==> config.mk <==
export PLATFORM = sky130hd
export DESIGN_NAME = dct_transpose_buf
export DESIGN_NICKNAME = d
export VERILOG_FILES = /design/src/rtl/dct_pkg.sv /design/src/rtl/dct_tp_bank.sv /design/src/rtl/dct_transpose_buf.sv
export SDC_FILE = /design/constraint.sdc
export NUM_CORES = 2
export LEC_CHECK = 0
export ABC_AREA = 0
export ABC_CLOCK_PERIOD_IN_PS = 63800
export CAP_MARGIN = 15
export CORE_ASPECT_RATIO = 1.5
export CORE_MARGIN = 4
export CORE_UTILIZATION = 46
export DETAILED_ROUTE_END_ITERATION = 10
export MAX_ROUTING_LAYER = met4
export REMOVE_ABC_BUFFERS = 1
export SKIP_CTS_REPAIR_TIMING = 1
export SYNTH_ARGS = -nofsm -noshare
export SYNTH_HDL_FRONTEND = slang
export SYNTH_SLANG_ARGS = --single-unit
==> constraint.sdc <==
create_clock -name clk -period 63.8 [get_ports clk]
set_clock_uncertainty 0.2 [all_clocks]
set_input_delay 12.76 -clock clk [delete_from_list [all_inputs] [get_ports clk]]
set_output_delay 12.76 -clock clk [all_outputs]
set_load 0.02 [all_outputs]
==> src/rtl/dct_pkg.sv <==
// Shared types and constants for the 8-point DCT datapath.
package dct_pkg;

  localparam int unsigned DCT_N      = 8;
  localparam int unsigned DCT_DATA_W = 32;
  localparam int unsigned DCT_FRAC   = 8;

  typedef logic signed [DCT_DATA_W-1:0] coef_t;
  typedef coef_t [DCT_N-1:0]            coef_vec_t;
  typedef logic [2:0]                   idx_t;

endpackage

==> src/rtl/dct_tp_bank.sv <==
// One 8x8 coefficient bank: whole-row write port, combinational whole-column read port.
module dct_tp_bank
  import dct_pkg::*;
(
  input  logic      clk,
  input  logic      we_i,
  input  idx_t      wr_row_i,
  input  coef_vec_t wr_data_i,
  input  idx_t      rd_col_i,
  output coef_vec_t rd_data_o
);

  // Storage is intentionally unreset; validity is tracked by the owner's full flags.
  coef_vec_t mem_q [DCT_N];

  always_ff @(posedge clk) begin
    if (we_i) begin
      mem_q[wr_row_i] <= wr_data_i;
    end
  end

  always_comb begin
    rd_data_o = '0;
    for (int k = 0; k < int'(DCT_N); k++) begin
      rd_data_o[k] = mem_q[k][rd_col_i];
    end
  end

endmodule

==> src/rtl/dct_transpose_buf.sv <==
// Ping-pong 8x8 transpose buffer: rows in from the row-pass DCT, columns out to the column pass.
// Only N=8 is supported (3-bit row/column indices).
module dct_transpose_buf
  import dct_pkg::*;
#(
  parameter int unsigned DATA_W = DCT_DATA_W,
  parameter int unsigned N      = DCT_N
) (
  input  logic                clk,
  input  logic                rst,
  input  logic                in_valid,
  output logic                in_ready,
  input  logic [N*DATA_W-1:0] in_row,
  output logic                out_valid,
  input  logic                out_ready,
  output logic [N*DATA_W-1:0] out_col,
  output logic [2:0]          out_idx,
  output logic                out_last
);

  localparam idx_t LAST_IDX = 3'(N - 1);

  logic [1:0] full_q, full_d;
  logic       wbank_q, wbank_d;
  logic       rbank_q, rbank_d;
  idx_t       wrow_q, wrow_d;
  idx_t       rcol_q, rcol_d;

  logic       in_fire;
  logic       out_fire;
  coef_vec_t  wr_data;
  coef_vec_t  bank0_col;
  coef_vec_t  bank1_col;

  assign in_ready  = ~full_q[wbank_q];
  assign out_valid = full_q[rbank_q];
  assign in_fire   = in_valid & in_ready;
  assign out_fire  = out_valid & out_ready;
  assign wr_data   = coef_vec_t'(in_row);

  // A bank can be completed and freed in one cycle only if they are different banks,
  // so the two flag updates never collide.
  always_comb begin
    full_d  = full_q;
    wbank_d = wbank_q;
    rbank_d = rbank_q;
    wrow_d  = wrow_q;
    rcol_d  = rcol_q;

    if (in_fire) begin
      if (wrow_q == LAST_IDX) begin
        full_d[wbank_q] = 1'b1;
        wbank_d         = ~wbank_q;
        wrow_d          = '0;
      end else begin
        wrow_d = wrow_q + 3'd1;
      end
    end

    if (out_fire) begin
      if (rcol_q == LAST_IDX) begin
        full_d[rbank_q] = 1'b0;
        rbank_d         = ~rbank_q;
        rcol_d          = '0;
      end else begin
        rcol_d = rcol_q + 3'd1;
      end
    end
  end

  always_ff @(posedge clk) begin
    if (rst) begin
      full_q  <= '0;
      wbank_q <= 1'b0;
      rbank_q <= 1'b0;
      wrow_q  <= '0;
      rcol_q  <= '0;
    end else begin
      full_q  <= full_d;
      wbank_q <= wbank_d;
      rbank_q <= rbank_d;
      wrow_q  <= wrow_d;
      rcol_q  <= rcol_d;
    end
  end

  dct_tp_bank u_bank0 (
    .clk       (clk),
    .we_i      (in_fire & ~wbank_q),
    .wr_row_i  (wrow_q),
    .wr_data_i (wr_data),
    .rd_col_i  (rcol_q),
    .rd_data_o (bank0_col)
  );

  dct_tp_bank u_bank1 (
    .clk       (clk),
    .we_i      (in_fire & wbank_q),
    .wr_row_i  (wrow_q),
    .wr_data_i (wr_data),
    .rd_col_i  (rcol_q),
    .rd_data_o (bank1_col)
  );

  assign out_col  = rbank_q ? bank1_col : bank0_col;
  assign out_idx  = rcol_q;
  assign out_last = (rcol_q == LAST_IDX);

endmodule

# == Yosys cells after proc, flatten, opt, wreduce, memory -nomap -nowiden ==
# Memory sizes are Yosys's and may differ from the RTL's.
# Index checks and enable logic that the tools add are counted.
# totals
output_inout_bits,262
in_bits,260
ramBits,4096
mem_count,2
reg_bits,10
# op_classes
n_eq_ne,2
bitwise_logic,10
n_lt_le_gt_ge,5
n_addsub,2
n_reduce_logical,4
n_mux,51
# memory_table
name,depth,word_bits,read_ports,rd_ports_with_merged_regs,wr,line_no,rtl
u_bank0.mem_q,8,256,8,0,1,dct_tp_bank.sv:14,coef_vec_t mem_q [DCT_N];
u_bank1.mem_q,8,256,8,0,1,dct_tp_bank.sv:14,
# op_table
cell,n
binary-select mux 32 bit (select 3 bit),16
2-to-1 mux 32 bit,16
2-to-1 mux 256 bit,1
2-to-1 mux 1 bit,10
2-to-1 mux 2 bit,4
adder 3 x 1 -> 3 bit (second input constant),2
== test 3 bit (second input constant),2
2-to-1 mux 3 bit,2
bitwise AND 1 bit,4
less-than comparator 1 x 2 -> 1 bit (second input constant),2
less-than comparator 3 x 4 -> 1 bit (second input constant),1
AND reduction 2 bit,2
inverter 1 bit,3
bitwise AND 2 bit,1
demux 1 bit (select 1 bit),2
>= comparator 1 bit (second input constant),2
logical AND 1 bit,2
inverter 2 bit,1
OR 2 bit,1

# == Longest topological paths before layout ==
# logic_depth
depth_word,10
depth_mapped,10
depth_no_buf,5

# == Hierarchy ==
# Synthesis repeated with hierarchy kept, for this count alone.
# unflattened
cells_unflattened,6282
area_unflattened_um2,157364.7
# modules_own_cells
mod,area_per_inst_um2,cells_per_inst,n_inst
dct_tp_bank (u_bank1),76927.5,2971,1
dct_tp_bank (u_bank0),76915.0,2971,1
dct_transpose_buf,3522.1,340,1

# == Worst setup path after synthesis ==
# No wires, ideal clock.
# synth_timing
path_type,input to register
start,input port in_valid
end,memory u_bank1.mem_q[0][0] (netlist name) (enable)
cell_stages,2
slack_ns,25.189
required_ns,62.102
setup_time_ns,1.498
t_arrival_ns,36.913
cell_sequence,nand3_1 nor4_1
# synth_between
elab_chain_len,4
# synth_rtl
element,line_no,rtl
from (decl),dct_transpose_buf.sv:11,"input logic in_valid,"
bitwise AND 1 bit,dct_transpose_buf.sv:37,assign in_fire = in_valid & in_ready;
bitwise AND 1 bit,dct_transpose_buf.sv:98,".we_i (in_fire & wbank_q),"
2-to-1 mux 1 bit,dct_tp_bank.sv:17,if (we_i) begin
2-to-1 mux 1 bit (not written as such),dct_tp_bank.sv:18,mem_q[wr_row_i] <= wr_data_i;
to (decl),dct_tp_bank.sv:14,
# No other way between the ends.

# == Final worst setup path ==
# layout_timing
start,"register rcol_q[0], in the netlist out_idx[0]"
end,output port out_col[14]
# layout_between
elab_chain_len,3
elab_cells_between_ends,5
cone_classes,mux: 5
# layout_rtl
element,line_no,rtl
from (decl),dct_transpose_buf.sv:27,"idx_t rcol_q, rcol_d;"
from (signal assigned),dct_transpose_buf.sv:83,rcol_q <= rcol_d;
binary-select mux 32 bit (select 3 bit),dct_tp_bank.sv:25,rd_data_o[k] = mem_q[k][rd_col_i];
2-to-1 mux 32 bit (not written as such),dct_tp_bank.sv:25,
2-to-1 mux 256 bit *,dct_transpose_buf.sv:105,assign out_col = rbank_q ? bank1_col : bank0_col;
to (decl),dct_transpose_buf.sv:16,"output logic [N*DATA_W-1:0] out_col,"
# Every way passes the cells marked *; elsewhere a longest branch is shown, timed or not. The select of a mux whose other input is x is not followed.

==> impl_metrics.csv <==
group,metric,value,unit
pwr,powerDensity,30.29,nW/µm²
worst_hold_path,whs_path_depth,2,
logic_synthesis,synth_compound_gate_area_share,0.002699,
logic_synthesis,yosysSeqAreaShare,0.8005,
logic_synthesis,synthTopCellsByCount,"edfxtp_1, mux4_2, clkbuf_1",
drt,drc_errors,0,
pwr,swShare,0.1977,
logic_synthesis,synth_top_area_frac,0.7992,
floorplan,core-area,332500,µm²
finish,fillers,25090,
logic_synthesis,synth-edff-count,4096,
grt,grt_use_total,0.2060,
pwr,seq_power_share,0.560,
logic_synthesis,yosysTopAreaCell,"edfxtp_1",
cts,cts_buffers,383,
pwr,finalPower,5.355,mW
cts,htree_levels,5,
cts,cts_sinks,4106,
outcome,status,"completed",
flow_run,max-cap-violations,0,
setup_path,critPathLaunchType,"register",
floorplan,die_x,480.3,µm
logic_synthesis,synthSimpleGateAreaFrac,0.002309,
logic_synthesis,synth_top_family_by_area,"multiplexers",
logic_synthesis,yosysMostFrequentCell,"edfxtp_1",
timing,setup_viol,0,
cts,root_buffer,"clkbuf_16",
finish,drive_gt1_frac,0.2800,
logic_synthesis,yosysWarnings,0,
setup_path,path_cells,"buf_4 -> buf_4 -> buf_4 -> buf_4 -> buf_4 -> buf_4 -> buf_4 -> mux4_2 -> nor2b_1 -> a211oi_1 -> a21oi_1 -> clkdlybuf4s50_1",
logic_synthesis,synth.area.top_cells,"edfxtp_1, mux4_2, clkbuf_1, buf_2, mux2i_1",
floorplan,row_count,259,
timing,rsz0062_at_grt,"false",
setup_path,crit_path_max_incr_delay,0.93,ns
setup_path,critPathMaxFanout,52,
timing,relSlewSlack,0.2066,
grt,grt_pass1_vias,71820,
setup_path,cp-end-kind,"output pin",
grt,grt_pass1_wl,501.6,mm
timing,hold_viol,0,
drt,vias,65950,
cts,insertion_delay,0.88,ns
floorplan,initial_core_util,0.4629,
logic_synthesis,synth_mux_area_frac,0.1852,
setup_path,crit_path_top_delay_cell,"buf_4",
pwr,switching_power,1.058,mW
drt,drtIter0Drc,5470,
place,dp.final_hpwl,192.1,mm
grt,grt_overflow,0,
finish,area.growth.synth_to_final,14.87,%
pwr,p_int,4.296,mW
drt,routedWlPerCell,30.38,µm
setup_path,critical_path_arrival,9.37,ns
timing,tightestPinTransition,1.190,ns
drt,routed_wl,344.5,mm
finish,fin_area,176800,µm²
setup_path,worstSetupPathType,"register to output pin",
drt,drtPass1Iterations,6,
logic_synthesis,synth-seq-cells,4106,
setup_path,r2r.worst_path.cells,5,
floorplan,die_h,716.4,µm
timing,tns,0,ns
timing,fin_crit_sh,0.3500,
logic_synthesis,synth_cells,5834,
place,postPlaceCellArea,164500,µm²
logic_synthesis,synthXorXnorAreaFrac,0.00005691,
logic_synthesis,syn_area_per_cell,26.38,µm²
finish,nNetsFinal,6827,
logic_synthesis,synthesis.area,153900,µm²
grt,antenna_found_initial,56,
drt,viasPerCell,5.815,
cts,clk_pin_slew,0.06,ns
cts,clockBufferDepth,4,
logic_synthesis,ys_types,31,
logic_synthesis,ys.flop_type,"edfxtp_1",
place,portBuffers,521,
drt,ant_nets,0,
pwr,cellLeakagePower,52.26,nW
setup_path,required,50.84,ns
timing,drv_slew,0,
cts,cts_tree,"done",
timing,fmax,44.79,MHz
pwr,combPwrFrac,0.020,
pwr,clkPwrFrac,0.419,
worst_hold_path,hold_class,"register to register",
floorplan,pin_count,522,
timing,min_period,22.33,ns
logic_synthesis,synth-async-reset-ratio,0,
setup_path,path_common_cell,"buf_4",
grt,grt_start_max_net_pins,139,
place,gp_congestion,0.7570,
finish,fin_util,0.5317,
floorplan,dieArea,344100,µm²
logic_synthesis,synthAdderAreaFrac,0.0003252,
pwr,irDropWorstVdd,22.42,µV
## cells in the final DEF, fill, tap and decap left out, types with 11 or more instances in the layout
cell and instances:
a211oi_1 15, a21oi_1 29, buf_12 11, buf_4 110, bufinv_16 37, clkbuf_1 71, clkbuf_16 390, clkdlybuf4s50_1 521
clkinv_1 80, clkinv_2 66, clkinvlp_4 14, diode_2 44, edfxtp_1 4096, mux2i_1 40, mux4_2 1247, nand2_1 22
nor2b_1 15, o221ai_1 12
## cell families (layout without fill, tap and decap cells)
kind of cell | count (synthesis) | in the layout
simple gates | 71 | 71
buf+inv | 300 | 1326
compound gates | 64 | 64
mux | 1288 | 1288
other cells | 0 | 44
flops | 4106 | 4106
fa+ha+maj | 4 | 4
xor+xnor | 1 | 1
## path summary, 6_finish.rpt
check	startpoint	end	slack, ns
max	out_idx[0]	out_col[14]	41.47
min reg2reg	full_q[0]	full_q[0]	0.39
max reg2reg	wrow_q[1]	u_bank1.mem_q[7][81]	59.13
min	full_q[0]	full_q[0]	0.39
## power groups by stage
stage	registers [mW]	clock network, mW	logic, mW
after floorplan	3.07	0	0.0239
after global placement	3.06	0	0.109
after detailed placement	3.06	0	0.111
after CTS	3.00	2.31	0.111
after global routing	3.00	2.42	0.115
final	3.00	2.25	0.108
## through the flow
step | hold slack (ns) | cells | worst slack, ns
2_1_floorplan | 0.3037 | 5536 | 5.785
3_3_place_gp | 0.3701 | 10620 | 41.93
3_5_place_dp | 0.3705 | 10620 | 41.84
4_1_cts | 0.3844 | 11300 | 40.86
5_1_grt | 0.4074 | 11340 | 40.28
6_report | 0.3863 | 11340 | 41.47
## sequential cells by signal, indices dropped and copies added, names as in the netlist
| register | count |
|---|---|
| wbank_q | 1 |
| u_bank1.mem_q | 2048 |
| out_idx | 3 |
| wrow_q | 3 |
| u_bank0.mem_q | 2048 |
| rbank_q | 1 |
| full_q | 2 |
## critical path, delay by kind of cell (launching register included)
family	cells	cell delay (ns)
AOI/OAI and AO/OA	2	0.45
and+or+nand+nor	1	0.15
DFF	1	0.84
muxes	1	0.61
buffers and inverters	8	6.14
## routing by layer
metal / track usage / up-vias / share of wire
li1: - / 27270 / -
met1: 0.2510 / 36340 / 0.38
met2: 0.3506 / 1830 / 0.53
met3: 0.04276 / 509 / 0.063
met4: 0.05838 / 0 / 0.029
met5: - / - / 0
## layout make-up
| type | instances | area [µm²] | share of cell area |
|---|---|---|---|
| well taps | 4437 | 5552 | 0.03140 |
| inverters | 2 | 7.507 | 0.00004246 |
| multi-input cells | 1428 | 29420 | 0.1664 |
| flip-flops and latches | 4106 | 123200 | 0.6970 |
| clock inverters | 221 | 2196 | 0.01242 |
| diodes | 44 | 110.1 | 0.0006228 |
| clock buffers | 461 | 10030 | 0.05671 |
| repair buffers | 642 | 6261 | 0.03542 |
(Power assumes the default switching activity.)
